<file path="src/rtl/keypad_scan_ctrl.sv">
// keypad_scan_ctrl
// Column-scanning, debouncing controller for a 4x4 matrix keypad. It walks a
// one-hot column drive, samples the synchronized rows, and debounces a press.
// It then reports the key as a one-hot {row, col} code with a single-cycle
// key_valid strobe, and keeps key_held high until the key is released.
//
// Build option: define KEYPAD_MULTI_REJECT_EN to treat any sample with more
// than one row bit set as "no press". Without it, the lowest set row wins.

module keypad_scan_ctrl #(
  parameter int SCAN_CYCLES     = 4,
  parameter int DEBOUNCE_CYCLES = 8
) (
  input  logic       clk,
  input  logic       reset,
  input  logic [3:0] rows,
  output logic [3:0] cols,
  output logic [7:0] key_out,
  output logic       key_valid,
  output logic       key_held
);

  // The dwell, debounce and release phases never overlap, so they share one counter.
  localparam int CNT_MAX = (SCAN_CYCLES > DEBOUNCE_CYCLES) ? SCAN_CYCLES : DEBOUNCE_CYCLES;
  localparam int CW      = $clog2(CNT_MAX + 1);
  localparam logic [CW-1:0] SCAN_LAST = CW'(SCAN_CYCLES - 1);
  localparam logic [CW-1:0] DEB_LAST  = CW'(DEBOUNCE_CYCLES - 1);

  typedef enum logic [1:0] {
    SCAN     = 2'd0,
    DEBOUNCE = 2'd1,
    HELD     = 2'd2
  } state_e;

  state_e        state_q, state_d;
  logic [CW-1:0] cnt_q, cnt_d;
  logic [3:0]    rowsMeta_q, rowsS_q;
  logic [3:0]    cols_q, cols_d;
  logic [3:0]    rowCap_q, rowCap_d;
  logic [3:0]    colCap_q, colCap_d;
  logic [7:0]    keyOut_q, keyOut_d;
  logic          keyValid_q, keyValid_d;
  logic          keyHeld_q, keyHeld_d;

  logic          pressDetect;
  logic          rowStill;
  logic [3:0]    rowPick;
  logic [3:0]    colsNext;

  // Rotating the column drive is the same step for idle scans, rejects and releases.
  assign colsNext = {cols_q[2:0], cols_q[3]};

`ifdef KEYPAD_MULTI_REJECT_EN
  // Only a clean single-row sample counts, and it must stay exactly that row.
  assign pressDetect = $onehot(rowsS_q);
  assign rowPick     = rowsS_q;
  assign rowStill    = (rowsS_q == rowCap_q);
`else
  assign pressDetect = |rowsS_q;
  assign rowStill    = |(rowsS_q & rowCap_q);

  // Ghosted multi-row samples resolve to the lowest-index set row.
  always_comb begin
    rowPick = 4'b0000;
    if (rowsS_q[0])      rowPick = 4'b0001;
    else if (rowsS_q[1]) rowPick = 4'b0010;
    else if (rowsS_q[2]) rowPick = 4'b0100;
    else if (rowsS_q[3]) rowPick = 4'b1000;
  end
`endif

  // Two-flop synchronizer for the asynchronous row pins.
  always_ff @(posedge clk) begin
    if (reset) begin
      rowsMeta_q <= 4'b0000;
      rowsS_q    <= 4'b0000;
    end else begin
      rowsMeta_q <= rows;
      rowsS_q    <= rowsMeta_q;
    end
  end

  // Next-state logic for the scan / debounce / held sequencing.
  always_comb begin
    state_d    = state_q;
    cnt_d      = cnt_q;
    cols_d     = cols_q;
    rowCap_d   = rowCap_q;
    colCap_d   = colCap_q;
    keyOut_d   = keyOut_q;
    keyValid_d = 1'b0;
    keyHeld_d  = keyHeld_q;

    case (state_q)
      SCAN: begin
        if (cnt_q == SCAN_LAST) begin
          cnt_d = '0;
          if (pressDetect) begin
            rowCap_d = rowPick;
            colCap_d = cols_q;
            state_d  = DEBOUNCE;
          end else begin
            cols_d = colsNext;
          end
        end else begin
          cnt_d = cnt_q + 1'b1;
        end
      end

      DEBOUNCE: begin
        if (rowStill) begin
          if (cnt_q == DEB_LAST) begin
            state_d    = HELD;
            cnt_d      = '0;
            keyOut_d   = {rowCap_q, colCap_q};
            keyValid_d = 1'b1;
            keyHeld_d  = 1'b1;
          end else begin
            cnt_d = cnt_q + 1'b1;
          end
        end else begin
          state_d = SCAN;
          cnt_d   = '0;
          cols_d  = colsNext;
        end
      end

      HELD: begin
        if (|(rowsS_q & rowCap_q)) begin
          cnt_d = '0;
        end else if (cnt_q == DEB_LAST) begin
          state_d   = SCAN;
          cnt_d     = '0;
          cols_d    = colsNext;
          keyHeld_d = 1'b0;
        end else begin
          cnt_d = cnt_q + 1'b1;
        end
      end

      default: begin
        state_d   = SCAN;
        cnt_d     = '0;
        cols_d    = 4'b0001;
        keyHeld_d = 1'b0;
      end
    endcase
  end

  // State, capture and output registers; every output comes straight from a flop.
  always_ff @(posedge clk) begin
    if (reset) begin
      state_q    <= SCAN;
      cnt_q      <= '0;
      cols_q     <= 4'b0001;
      rowCap_q   <= 4'b0000;
      colCap_q   <= 4'b0000;
      keyOut_q   <= 8'h00;
      keyValid_q <= 1'b0;
      keyHeld_q  <= 1'b0;
    end else begin
      state_q    <= state_d;
      cnt_q      <= cnt_d;
      cols_q     <= cols_d;
      rowCap_q   <= rowCap_d;
      colCap_q   <= colCap_d;
      keyOut_q   <= keyOut_d;
      keyValid_q <= keyValid_d;
      keyHeld_q  <= keyHeld_d;
    end
  end

  assign cols      = cols_q;
  assign key_out   = keyOut_q;
  assign key_valid = keyValid_q;
  assign key_held  = keyHeld_q;

endmodule

</file>
<file path="config.mk">
export PLATFORM = sky130hd
export DESIGN_NAME = keypad_scan_ctrl
export DESIGN_NICKNAME = d
export VERILOG_FILES = /design/src/rtl/keypad_scan_ctrl.sv
export SDC_FILE = /design/constraint.sdc
export NUM_CORES = 1
export LEC_CHECK = 0
export ABC_AREA = 1
export ABC_CLOCK_PERIOD_IN_PS = 2300
export CAP_MARGIN = 30
export CORE_ASPECT_RATIO = 1.25
export CORE_MARGIN = 4
export CORE_UTILIZATION = 40
export DETAILED_ROUTE_END_ITERATION = 16
export SLEW_MARGIN = 40
export SYNTH_ARGS = -nofsm -noshare
export SYNTH_HDL_FRONTEND = slang
export SYNTH_SLANG_ARGS = --single-unit
</file>
<file path="constraint.sdc">
create_clock -name clk -period 2.3 [get_ports clk]
set_input_delay 0.46 -clock clk [delete_from_list [all_inputs] [get_ports clk]]
set_output_delay 0.46 -clock clk [all_outputs]
set_load 0.005 [all_outputs]
</file>
## Yosys cells after proc, flatten, opt, wreduce, memory -nomap -nowiden

Index checks and enable logic that the tools add are counted.

- Flip-flop bits (word level): 36
- Bits in latches: 0
- Memory bits (writable): 0
- Bits in read-only memories: 0
- Bits of input ports: 6
- Output and inout bits: 14
- Logic and storage cells: 65
- Memories kept: 0

- Add/sub/neg operators: 1
- $mul: 0
- Div/mod/pow operators: 0
- Order comparisons: 0
- Equality and inequality tests: 13
- Shift-type cells: 0
- Mux-type cells: 28
- Bitwise operators: 4
- Reductions and logical operators: 9

Operators with widths:

| cell | number |
|---|---|
| 2-to-1 mux 4 bit | 13 |
| case mux 4 bit (3 select lines) | 2 |
| != test 2 bit, second input constant | 8 |
| AND reduction 5 bit | 3 |
| 2-to-1 mux 2 bit | 6 |
| OR reduction 4 bit | 2 |
| case mux 2 bit (3 select lines) | 1 |
| AND reduction 3 bit | 2 |
| 2-to-1 mux 1 bit | 5 |
| adder 4 x 1 -> 4 bit, second input constant | 1 |
| AND 4 bit | 1 |
| == test 4 x 2 -> 1 bit, second input constant | 1 |
| == test 4 x 3 -> 1 bit, second input constant | 1 |
| != test 3 bit, second input constant | 1 |
| NOT 1 bit | 3 |
| case mux 1 bit (3 select lines) | 1 |
| OR reduction 3 bit | 1 |
| == test 2 x 1 -> 1 bit, second input constant | 1 |
| == test 2 bit, second input constant | 1 |
| zero test 2 bit | 1 |

## Longest topological paths before layout

- Word-level depth: 4
- Gate-level depth with buffers: 10
- Depth with buffers taken out: 10

## Worst setup path after synthesis

Ideal clock, no wire load.

- Kind: register to register
- From: register cnt_q[0]
- To: register cols_q[1] (netlist: cols[1])
- Library setup time: 0.113 ns
- Data arrival time: 1.216 ns
- Data required time: 2.187 ns
- Setup slack: 0.972 ns
- Stages on the path, launching flop included: 9
- Buffers on the path: 0
- Clock period less this slack: 1.328 ns
- Cells stage by stage: dfxtp_1 -> ha_1 -> nand3_1 -> nand2_2 -> nand2_1 -> nor2_2 -> nand3_1 -> nand2_1 -> nor2_1

- Cells in the longest elaborated chain, start to end: 3
- Elaborated cells on any way between the ends: 5
- Those cells by class: 4 x eq/ne; 1 x reduce/logical

Ends and longest elaborated chain:

| item | line | source |
|---|---|---|
| from (decl) | 36 | `logic [CW-1:0] cnt_q, cnt_d;` |
| from (signal assigned) | 163 | `cnt_q <= cnt_d;` |
| == test 4 x 3 -> 1 bit / == test 4 x 2 -> 1 bit (equally long branches) | 131, 96 |  |
| != test 2 bit (no line) | n/a |  |
| AND reduction 5 bit (no line) (*) | n/a |  |
| to (signal assigned) | 164 | `cols_q <= cols_d;` |
| to (decl) | 38 | `logic [3:0] cols_q, cols_d;` |

Every way passes the cells marked *; elsewhere a longest branch is shown, timed or not.
A chain may end at the register's enable or synchronous reset.

## Final worst setup path

- From: register cols_q[3] (netlist: cols[3])
- To: output port cols[3]

RTL lines:

| item | line | source |
|---|---|---|
| to (decl) | 17 | `output logic [3:0] cols,` |

No word-level cell between the ends.

==> metrics.yaml <==
layout:
  stdcell_count: 263
  nFillCells: 382
  layout-drive-gt1-share: 0.143
  diodes: 0
  regArea_sq_um: 721
  area_growth_pct: 21.5
  final_core_util: 0.514
  multi_input_area_sq_um: 672
  nNetsFinal: 230
clocking:
  root_buffer: "clkbuf_8"
  clkTransAtPathRegs_ns: 0.07
  cts_tree: "built"
  cts_hold_buf: 0
  cts_buffers: 5
  post_cts_buffers: 0
  clk_latency_ns: 0.29
  clockBufferDepth: 2
  cts_resized: 0
  cts_max_level: 2
  clock-sinks: 36
route:
  wl_um: 2970
  firstDrtPassIters: 4
  wl_per_cell_um: 11.3
  ant_nets: 0
  vias_per_cell: 4.93
  num_vias: 1297
  route.detailed.drc: 0
  drt-initial-drc-count: 58
die:
  dieHeight_um: 76.5
  core_sq_um: 3540
  rows: 24
  io_pins: 20
  dieArea_sq_um: 4800
  die_width_um: 62.8
  start_util: 0.423
placement:
  place_congestion: 0.855
  dp_hpwl_um: 2190
  dp.cells: 255
  io_buffers: 19
status:
  status: "complete, no violations"
sta:
  period_minus_slack_ns: 1.66
  finalSetupViolCount: 0
  hold_ws_ns: 0.404
  fmax_mhz: 602
  worstMarginPinSlew_ns: 0.278
  slew_violations: 0
  clock_skew_ns: 0.00396
  hold_viol: 0
  slew_headroom: 0.814
  tns_ns: 0
  min_period_over_period: 0.723
  rsz0062_at_grt: "no"
power:
  p_clk_frac: 0.314
  ir_worst_vdd_mv: 0.520
  power_density_nw_per_um2: 769
  swShare: 0.293
  intPower_uw: 990
  power.share.sequential: 0.510
  power_switching_uw: 411
  p_leak_nw: 0.810
  p_comb_frac: 0.175
synthesis:
  synth.area.top_cells: "dfxtp_1 (48%), nand2_1 (9.8%), nor2_1 (9.5%)"
  synth_top_area_frac: 0.480
  ys_dominant_reg_cell: "dfxtp_1"
  syn_inst: 199
  synth_cell_type_count: 24
  postSynth.asyncResetShare: 0
  synth_edf_count: 0
  synth_area_sq_um: 1500
  yosysTopAreaCell: "dfxtp_1"
  avgSynthCellArea_sq_um: 7.54
  yosys_warnings: 0
  synth.net_count: 206
  ys_ff_latch: 36
  synth-seq-area-share: 0.480
setup_path:
  critical_path_class: "reg2out"
  crit_buf_inv: 1
  crit_path_end_kind: "output pin"
  path_max_fanout: 4
  cp_top_family: "buffers and inverters"
  cp.required_ns: 1.84
  slowest_delay_ns: 0.52
  cp.arrival_ns: 1.20
  path_cells: "clkdlybuf4s50_1"
  crit_slowest_cell: "clkdlybuf4s50_1"
  cp-start-kind: "flip-flop"
worst_hold_path:
  holdCritPathClass: "reg2reg"
global_routing:
  grt_antenna_before_repair: 0
  grt-ovfl-total: 0
  grt_usage: 0.136
  grt_max_degree: 24
  grt_pass1_wl_um: 5290
  grt_pass1_vias: 1262
job:
  drv_cap: 0
stage by stage:
stage | instance area, sq um | setup slack [ns] | power (mW)
finish | 1820 | 0.638 | 1.40
global route | 1820 | 0.569 | 1.49
CTS | 1820 | 0.639 | 1.42
detailed placement | 1740 | 0.692 | 0.979
global placement | 1740 | 0.733 | 0.968
floorplan | 1500 | 0.972 | 0.898
kinds of logic (layout without fill, tap and decap cells):
group                      after synthesis  count (layout)  share of synthesized area
AOI/OAI and AO/OA                       21              21                     0.0792
DFF                                     36              36                      0.480
adders and majority gates                1               1                    0.00834
and+or+nand+nor                        111             111                      0.349
buffers and inverters                   28              53                     0.0717
xor gates and xnor gates                 2               2                     0.0117
state kept, by name, summed over array words and instances, names as in the netlist, 2 cells and up:
| name | flops |
|---|---|
| cnt_q | 4 |
| colCap_q | 4 |
| cols | 4 |
| key_out | 8 |
| rowCap_q | 4 |
| rowsMeta_q | 4 |
| rowsS_q | 4 |
| state_q | 2 |
routing by layer:
layer  track usage  wire, um
met5             0         0
met4        0.0530        47
met3        0.0501       142
met2         0.247      1540
met1         0.140      1240
cell usage in the layout, fill, tap and decap left out, types with 2 or more instances in the layout:
cell type,count
xor2_1,2
o21ai_0,6
nand2_2,4
a21oi_1,12
nand2_1,39
nor2_2,3
clkbuf_8,5
inv_1,18
nand3_1,17
nor2_4,5
inv_2,5
nor2_1,38
dfxtp_1,36
clkdlybuf4s50_1,19
clkinv_2,2
cell type report:
| cell class | instances | area share |
|---|---|---|
| well taps | 39 | 0.0268 |
| clock inverters | 3 | 0.0103 |
| flip-flops and latches | 36 | 0.395 |
| multi-input cells | 135 | 0.369 |
| clock buffers | 5 | 0.0377 |
| repair buffers | 20 | 0.108 |
| inverters | 25 | 0.0528 |
power groups by stage:
stage | combinational, mW | sequential, mW | clock, mW
6_report | 0.246 | 0.715 | 0.440
3_3_place_gp | 0.240 | 0.727 | 0
2_1_floorplan | 0.177 | 0.721 | 0
3_5_place_dp | 0.249 | 0.730 | 0
4_1_cts | 0.250 | 0.716 | 0.459
5_1_grt | 0.279 | 0.724 | 0.487
path summary, 6_finish.rpt:
kind / start / to / slack, ns / cells after the start
min: rowsMeta_q[1] / rowsS_q[1] / 0.40 / 2
min reg2reg: rowsMeta_q[1] / rowsS_q[1] / 0.40 / 2
max: cols[3] / cols[3] / 0.64 / 1
max reg2reg: cnt_q[0] / cols[1] / 0.74 / 8
worst min-delay path, delay by kind of cell (launching register included):
family        cells  cell delay [ns]
flops             1             0.30
buf+inv           1             0.04
simple gates      1             0.03
synthesized netlist by cell type (2+ instances only):
library cell	number
nand2_1	39
xor2_1	2
o21ai_0	6
clkbuf_1	3
dfxtp_1	36
nand2_2	4
nand3_1	17
nor2_2	3
nor2_4	5
inv_2	5
inv_1	18
nor2_1	38
a21oi_1	12
Note: power is estimated with default switching activity, not from simulation.
